**src/rtl/time_param_programmer.sv**
```systemverilog
// Buffers host time-parameter writes in a small FIFO. Each write is replayed to the traffic
// controller as a setup / reprogram-pulse / hold sequence that is slow enough for its synchronizer.
module time_param_programmer #(
    parameter int unsigned SETUP_CYCLES = 2,
    parameter int unsigned PULSE_CYCLES = 4,
    parameter int unsigned HOLD_CYCLES  = 2,
    parameter int unsigned FIFO_DEPTH   = 4,
    localparam int unsigned CNT_W       = $clog2(FIFO_DEPTH + 1)
) (
    input  logic             clk,
    input  logic             reset,
    input  logic             wr_valid,
    output logic             wr_ready,
    input  logic [1:0]       wr_selector,
    input  logic [3:0]       wr_value,
    output logic [1:0]       extTimeSelector,
    output logic [3:0]       extTimeValue,
    output logic             reprogram,
    output logic             busy,
    output logic             done,
    output logic [CNT_W-1:0] fifo_count
);

    localparam int unsigned MAX_SP  = (SETUP_CYCLES > PULSE_CYCLES) ? SETUP_CYCLES : PULSE_CYCLES;
    localparam int unsigned MAX_CYC = (MAX_SP > HOLD_CYCLES) ? MAX_SP : HOLD_CYCLES;
    localparam int unsigned TMR_W   = $clog2(MAX_CYC + 1);
    localparam int unsigned PTR_W   = (FIFO_DEPTH > 1) ? $clog2(FIFO_DEPTH) : 1;

    typedef enum logic [1:0] {StIdle, StSetup, StPulse, StHold} state_e;

    state_e             state_q, state_d;
    logic [TMR_W-1:0]   tmr_q, tmr_d;
    logic [1:0]         sel_d;
    logic [3:0]         val_d;
    logic               rep_d, done_d;
    logic [5:0]         mem [FIFO_DEPTH];
    logic [PTR_W-1:0]   wr_ptr_q, rd_ptr_q;
    logic [CNT_W-1:0]   count_d;
    logic               push, pop;

    function automatic logic [PTR_W-1:0] ptr_inc(input logic [PTR_W-1:0] p);
        return (p == PTR_W'(FIFO_DEPTH - 1)) ? '0 : p + PTR_W'(1);
    endfunction

    assign wr_ready = (fifo_count < CNT_W'(FIFO_DEPTH));
    assign busy     = (state_q != StIdle);
    assign push     = wr_valid && wr_ready;
    assign pop      = (state_q == StIdle) && (fifo_count != '0);

    always_comb begin
        count_d = fifo_count;
        if (push && !pop) begin
            count_d = fifo_count + CNT_W'(1);
        end else if (pop && !push) begin
            count_d = fifo_count - CNT_W'(1);
        end
    end

    // Storage is not reset; only pointers and count define validity.
    always_ff @(posedge clk) begin
        if (push) begin
            mem[wr_ptr_q] <= {wr_selector, wr_value};
        end
    end

    always_ff @(posedge clk or posedge reset) begin
        if (reset) begin
            wr_ptr_q   <= '0;
            rd_ptr_q   <= '0;
            fifo_count <= '0;
        end else begin
            if (push) wr_ptr_q <= ptr_inc(wr_ptr_q);
            if (pop)  rd_ptr_q <= ptr_inc(rd_ptr_q);
            fifo_count <= count_d;
        end
    end

    always_comb begin
        state_d = state_q;
        tmr_d   = tmr_q;
        sel_d   = extTimeSelector;
        val_d   = extTimeValue;
        rep_d   = reprogram;
        done_d  = 1'b0;
        unique case (state_q)
            StIdle: begin
                if (pop) begin
                    {sel_d, val_d} = mem[rd_ptr_q];
                    tmr_d          = TMR_W'(SETUP_CYCLES - 1);
                    state_d        = StSetup;
                end
            end
            StSetup: begin
                if (tmr_q == '0) begin
                    rep_d   = 1'b1;
                    tmr_d   = TMR_W'(PULSE_CYCLES - 1);
                    state_d = StPulse;
                end else begin
                    tmr_d = tmr_q - TMR_W'(1);
                end
            end
            StPulse: begin
                if (tmr_q == '0) begin
                    rep_d   = 1'b0;
                    tmr_d   = TMR_W'(HOLD_CYCLES - 1);
                    state_d = StHold;
                end else begin
                    tmr_d = tmr_q - TMR_W'(1);
                end
            end
            StHold: begin
                if (tmr_q == '0) begin
                    done_d  = 1'b1;
                    state_d = StIdle;
                end else begin
                    tmr_d = tmr_q - TMR_W'(1);
                end
            end
            default: state_d = StIdle;
        endcase
    end

    always_ff @(posedge clk or posedge reset) begin
        if (reset) begin
            state_q         <= StIdle;
            tmr_q           <= '0;
            extTimeSelector <= '0;
            extTimeValue    <= '0;
            reprogram       <= 1'b0;
            done            <= 1'b0;
        end else begin
            state_q         <= state_d;
            tmr_q           <= tmr_d;
            extTimeSelector <= sel_d;
            extTimeValue    <= val_d;
            reprogram       <= rep_d;
            done            <= done_d;
        end
    end

endmodule

```
**config.mk**
```make
export PLATFORM = sky130hd
export DESIGN_NAME = time_param_programmer
export DESIGN_NICKNAME = d
export VERILOG_FILES = /design/src/rtl/time_param_programmer.sv
export SDC_FILE = /design/constraint.sdc
export NUM_CORES = 1
export LEC_CHECK = 0
export CORE_MARGIN = 4
export CORE_UTILIZATION = 40
export CTS_CLUSTER_DIAMETER = 80
export DETAILED_ROUTE_END_ITERATION = 6
export GPL_TIMING_DRIVEN = 0
export SYNTH_ARGS = -nofsm -noshare
export SYNTH_HDL_FRONTEND = slang
export SYNTH_SLANG_ARGS = --single-unit
```
**constraint.sdc**
```tcl
create_clock -name clk -period 4.8 [get_ports clk]
set_clock_uncertainty 0.1 [all_clocks]
set_input_delay 1.44 -clock clk [delete_from_list [all_inputs] [get_ports clk]]
set_output_delay 1.44 -clock clk [all_outputs]
set_load 0.1 [all_outputs]
```
==> results.md, run 1 <==
- Status: completed
- Hold Buf Count CTS: 0
- # DRC: 0
- Ports: 22
- Required time worst endpoint: 3260 ps
- Antenna Cells: 0
- Flops & latches, synth: 44
- Die width: 78.1 um
- Via count: 1030
- Detailed-router iteration count before antenna repair: 4
- Vias in the first global route: 1140
- CTS HTree Levels: 2
- Leading post-synthesis cells by cell area: edfxtp_1 37%, dfrtp_1 25%, ha_1 7.6%, mux4_2 6.9%, mux2_2 4.6%
- Post-CTS setup buffer count: 0
- Placer Congestion: 0.783
- Cell area after layout: 0.00239 mm^2
- Clk Latency, worst-skew pair: 290 ps
- Crit path buf inv count: 3
- Post-DP HPWL: 2310 um
- F_max: 259 MHz
- Largest area contributor in the netlist: edfxtp_1
- Worst Setup SP: state_q[0]
- Initial antenna violation count: 0
- Worst Path Max Fanout: 6
- TNS Setup: 0 ps
- Initial Utilization: 41.6%
- RSZ-0062 raised after global routing: false
- Final Hold Violating Endpoints: 0
- Most used cell, CP: inv_1
- Async set-reset flop share out of synthesis: 45.5%
- Register area share after synthesis: 62.2%
- Height of the die: 78.1 um
- Critical Path End Type: output pin
- Site row count: 25
- Synth-to-Final Area Change: 21.5%
- Clk buf depth: 2
- Count of different cell masters after synthesis: 32
- Crit path launch type: register
- DR vias/cell: 4.68
- Class of the worst hold path: register to register
- Worst r2r src: fifo_count[2]
- Antenna Violating Nets Remaining: 0
- Delay-heaviest family, CP: buffers and inverters
- First-pass GRT wire length: 5580 um
- CP Cell Sequence: inv_1 > ha_1 > inv_1 > clkdlybuf4s50_1
- Final Slew Violations: 0
- Clock slew at reported path FFs: 70 ps
- TritonCTS Buffers: 5
- Fin crit share: 80.4%
- Area after DPL: 0.00226 mm^2
- Worst hold start: reprogram
- Port buffer count: 21
- Max incr delay on CP: 1130 ps
- Top_reg_cell synth: edfxtp_1
- Slew HR: 34.4%
- # clock sinks: 44
- Remaining Overflow, GRT: 0
- Slew @ Worst Pin: 981 ps
- Tot GR Track Use: 12.4%
- # setup viols final: 0
- Post-synth net total: 147
- Initial detailed-routing violation count: 41
- Critical Path AT: 2320 ps
- Pin count of the biggest net entering global routing: 21
- Average routed wire per standard cell: 14.9 um
- Yosys warns: 0
- Max-cap violations: 0
- Min cycle time layout: 3860 ps
- Die Footprint: 0.00609 mm^2
- CTS tree: done
- CTS root buffer: clkbuf_8
- EDFF count, synth: 24
- Cells after synthesis: 125
- Slowest-stage cell, CP: clkdlybuf4s50_1
- Crit path kind: register to output pin
- Yosys top cell area share: 36.7%
- Syn Area/Cell: 15.7 um^2
- Final nets: 175
- PostCTS Resize Cnt: 0
- Drt total wl: 3290 um
- Synth Cell Area: 0.00196 mm^2
- Layout cells sized above 1: 16.3%
- Core area: 0.00472 mm^2
==> cell type report <==
cell class	instances	area [um^2]
timing repair buffer	21	210
sequential	44	1220
buffer	3	18.8
multi-input combinational	67	682
clock buffer	5	68.8
tap	67	83.8
fill	401	2340
clock inverter	2	60.1
inverter	11	41.3
==> cell usage after synthesis (all sizes together), types with 2 or more instances <==
| cell type | n |
|---|---|
| edfxtp | 24 |
| a211oi | 2 |
| a21o | 3 |
| nand2 | 4 |
| and2 | 5 |
| buf | 2 |
| inv | 11 |
| nor2b | 2 |
| nor3 | 2 |
| ha | 12 |
| o21ai | 2 |
| dfrtp | 20 |
| a21boi | 2 |
| a21oi | 2 |
| mux4 | 6 |
| nand2b | 2 |
| nor2 | 2 |
| mux2 | 9 |
| xnor2 | 2 |
==> cells by family after synthesis <==
group / count (synthesis) / share of synthesized area, %
flip-flops: 44 / 62.2
AND/OR/NAND/NOR: 19 / 5.74
AO/OA/AOI/OAI: 17 / 6.95
multiplexers: 15 / 12.0
buffers and inverters: 14 / 3.06
adder cells (fa/ha/maj): 13 / 8.67
XOR/XNOR: 3 / 1.34
==> through the flow <==
stage	cells	worst slack, ps	util (%)	hold WS [ps]
3_5_place_dp	213	1250	47.8	394
3_3_place_gp	213	1290	47.8	387
6_report	220	939	50.5	403
2_1_floorplan	125	1540	-	383
5_1_grt	220	866	50.5	431
4_1_cts	220	932	50.5	412
==> flip-flops by register name, summed over array words and instances (netlist names) <==
register	flops
mem	24
done	1
wr_ptr_q	2
reprogram	1
extTimeValue	4
tmr_q	3
rd_ptr_q	2
extTimeSelector	2
state_q	2
fifo_count	3
==> routing by layer <==
metal	routed length (um)	global-route usage (%)	vias to the layer above
li1	-	-	509
met1	1480	15.0	499
met2	1640	21.0	15
met3	113	3.44	7
met4	55	4.72	0
met5	0	0	-
==> placed cells by master (no fill, tap or decap) <==
cell             instances
mux2_1                   1
buf_1                    1
mux4_2                   6
fa_1                     1
a21boi_0                 2
nor2_1                   2
nand2_1                  4
bufinv_16                2
nor2b_1                  2
mux2_2                   8
nor3_1                   2
clkdlybuf4s50_1         21
a32o_1                   1
dfrtp_1                 20
inv_1                   11
nor4b_2                  1
clkbuf_8                 5
ha_1                    12
and2_1                   5
nand2b_1                 2
o211ai_1                 1
a21o_1                   3
edfxtp_1                24
buf_6                    1
o21bai_1                 1
clkbuf_1                 1
o32ai_1                  1
xnor2_1                  2
or3b_2                   1
o22a_1                   1
a21oi_1                  2
a211oi_1                 2
xor2_1                   1
o31ai_4                  1
o21ai_0                  2
==> path summary, 6_finish.rpt <==
check	depth (start not counted)	slack (ps)	end
max in group asynchronous	2	2530	extTimeValue[2]
min	1	400	reprogram
min reg2reg	1	400	reprogram
max reg2reg	7	2400	fifo_count[2]
min in group asynchronous	2	1530	fifo_count[2]
max	4	940	busy
Power of run 1 is not shown: default switching activity piles up to over one toggle a cycle in this logic, so the estimate is an artifact.
==> run 2: changes to the inputs <==
Clock period 4.8 ns to 3.9 ns, I/O delays scaled along.
==> results of run 2 <==
Same layout as run 1 (identical final DEF). Status: completed.
Among the figures that moved: setup slack after placement 1250 ps -> 620 ps; setup slack after layout 939 ps -> 309 ps; register-to-register setup slack 2400 ps -> 1500 ps
Power of run 2 is left out for the same reason.
==> run 3: changes to the inputs <==
Settings changed: RECOVER_POWER from default to 100, SKIP_CTS_REPAIR_TIMING from default to 1.
==> results.md, run 3 (synthesis results as in run 1) <==
- Hold Path End: reprogram
- # clock sinks: 44
- Worst hold start: reprogram
- Antenna Cells: 0
- Crit path kind: register to output pin
- Leading cell types in the layout, fill and taps excluded: 24 x edfxtp_1, 21 x dlygate4sd3_1, 20 x dfrtp_1
- Slowest-stage cell, CP: dlygate4sd3_1
- Required time worst endpoint: 2630 ps
- Clock slew at reported path FFs: 70 ps
- Remaining Overflow, GRT: 0
- Flop2flop setup slack: 660 ps
- Critical Path AT: 2350 ps
- Critical Path End Type: output pin
- Reg2Reg Depth: 7
- Most used cell, CP: inv_1
- Met1 usage: 15.0%
- Reg with most FFs: mem
- RSZ-0062 raised after global routing: false
- Placer Congestion: 0.783
- Ports: 22
- Tot GR Track Use: 12.4%
- Hold path cells: 1
- CTS root buffer: clkbuf_8
- Worst Setup SP: state_q[0]
- Via count: 1040
- Height of the die: 78.1 um
- Initial Utilization: 41.6%
- Class of the worst hold path: register to register
- Fill cell count: 401
- Port buffer count: 21
- Site row count: 25
- Final nets: 175
- Worst Path Max Fanout: 6
- Commonest non-fill, non-tap cell in the layout: edfxtp_1
- Worst r2r src: fifo_count[1]
- Met2 GRT Util: 21.0%
- Core area: 0.00472 mm^2
- F_max: 276 MHz
- Clk Latency, worst-skew pair: 290 ps
- TNS Setup: 0 ps
- Vias in the first global route: 1140
- # DRC: 0
- DR vias/cell: 4.73
- Violated checks: capacitance limit, slew limit
- Initial antenna violation count: 0
- Die Footprint: 0.00609 mm^2
- Detailed-router iteration count before antenna repair: 3
- Slew @ Worst Pin: 1700 ps
- Max incr delay on CP: 1200 ps
- Die width: 78.1 um
- Synth-to-Final Area Change: 20.5%
- First-pass GRT wire length: 5580 um
- TritonCTS Buffers: 5
- Final Slew Violations: 11
- Antenna Violating Nets Remaining: 0
- Delay-heaviest family, CP: buffers and inverters
- Clk buf depth: 2
- GR Util met3: 3.44%
- Status: finished, violations left
- Fin crit share: 92.9%
- Max-cap violations: 1
- Crit path buf inv count: 3
- Pin count of the biggest net entering global routing: 21
- # setup viols final: 0
- FF+latch area: 0.00122 mm^2
- CTS tree: done
- Biggest regs: mem: 24 flops, extTimeValue: 4 flops
- Busiest grt layer: met2
- Max reg flops: 24
- Critical R2R Capture: fifo_count[2]
- Initial detailed-routing violation count: 36
- Min cycle time layout: 3620 ps
- Final Hold Violating Endpoints: 0
- Layout cells sized above 1: 15.0%
- CP Cell Sequence: inv_1 > ha_1 > inv_1 > dlygate4sd3_1
- Average routed wire per standard cell: 14.9 um
- CTS HTree Levels: 2
- Post-DP HPWL: 2310 um
- Multi-input gate area in the final layout: 662 um^2
- Slew HR: -14.4%
- Crit path launch type: register
- Drt total wl: 3280 um
## run 3: changes by cell type in the layout (fill, tap and decap cells not counted), sizes merged
| cell | delta |
|---|---|
| clkdlybuf4s50 | -21 |
| dlygate4sd3 | +21 |
## run 3: worst max path at each step
stage | to | slack [ps] | depth (start not counted)
after detailed placement | busy | 620 | 4
after global routing | busy | 190 | 4
after global placement | busy | 660 | 4
after floorplan | wr_ready | 910 | 1
after CTS | busy | 300 | 4
final | busy | 280 | 4
## run 3: cell type report
cell class	instances	share of cell area (%)
flip-flops and latches	44	51.6
multi-input cells	67	28.0
repair buffers	21	8.88
well taps	67	3.54
clock buffers	5	2.91
clock inverters	2	2.54
inverters	11	1.75
plain buffers	3	0.793
## run 3: metrics by stage
stage                     setup WS (ps)  cell area, um^2  util, %  hold WS [ps]  std cells
final                               276             2370     50.1           398        220
after global routing                190             2370     50.1           425        220
after CTS                           302             2390     50.5           412        220
after detailed placement            620             2260     47.8           394        213
after global placement              659             2260     47.8           387        213
after floorplan                     914             1960        -           383        125
## run 3: metal layers
metal  vias to the layer above  routed length [um]  share of wire (%)
met5                         -                   0                  0
met4                         0                  38                1.2
met3                         5                 111                3.4
met2                        14                1630                 50
met1                       513                1490                 46
li1                        508                   -                  -
Power of run 3 is left out for the same reason.
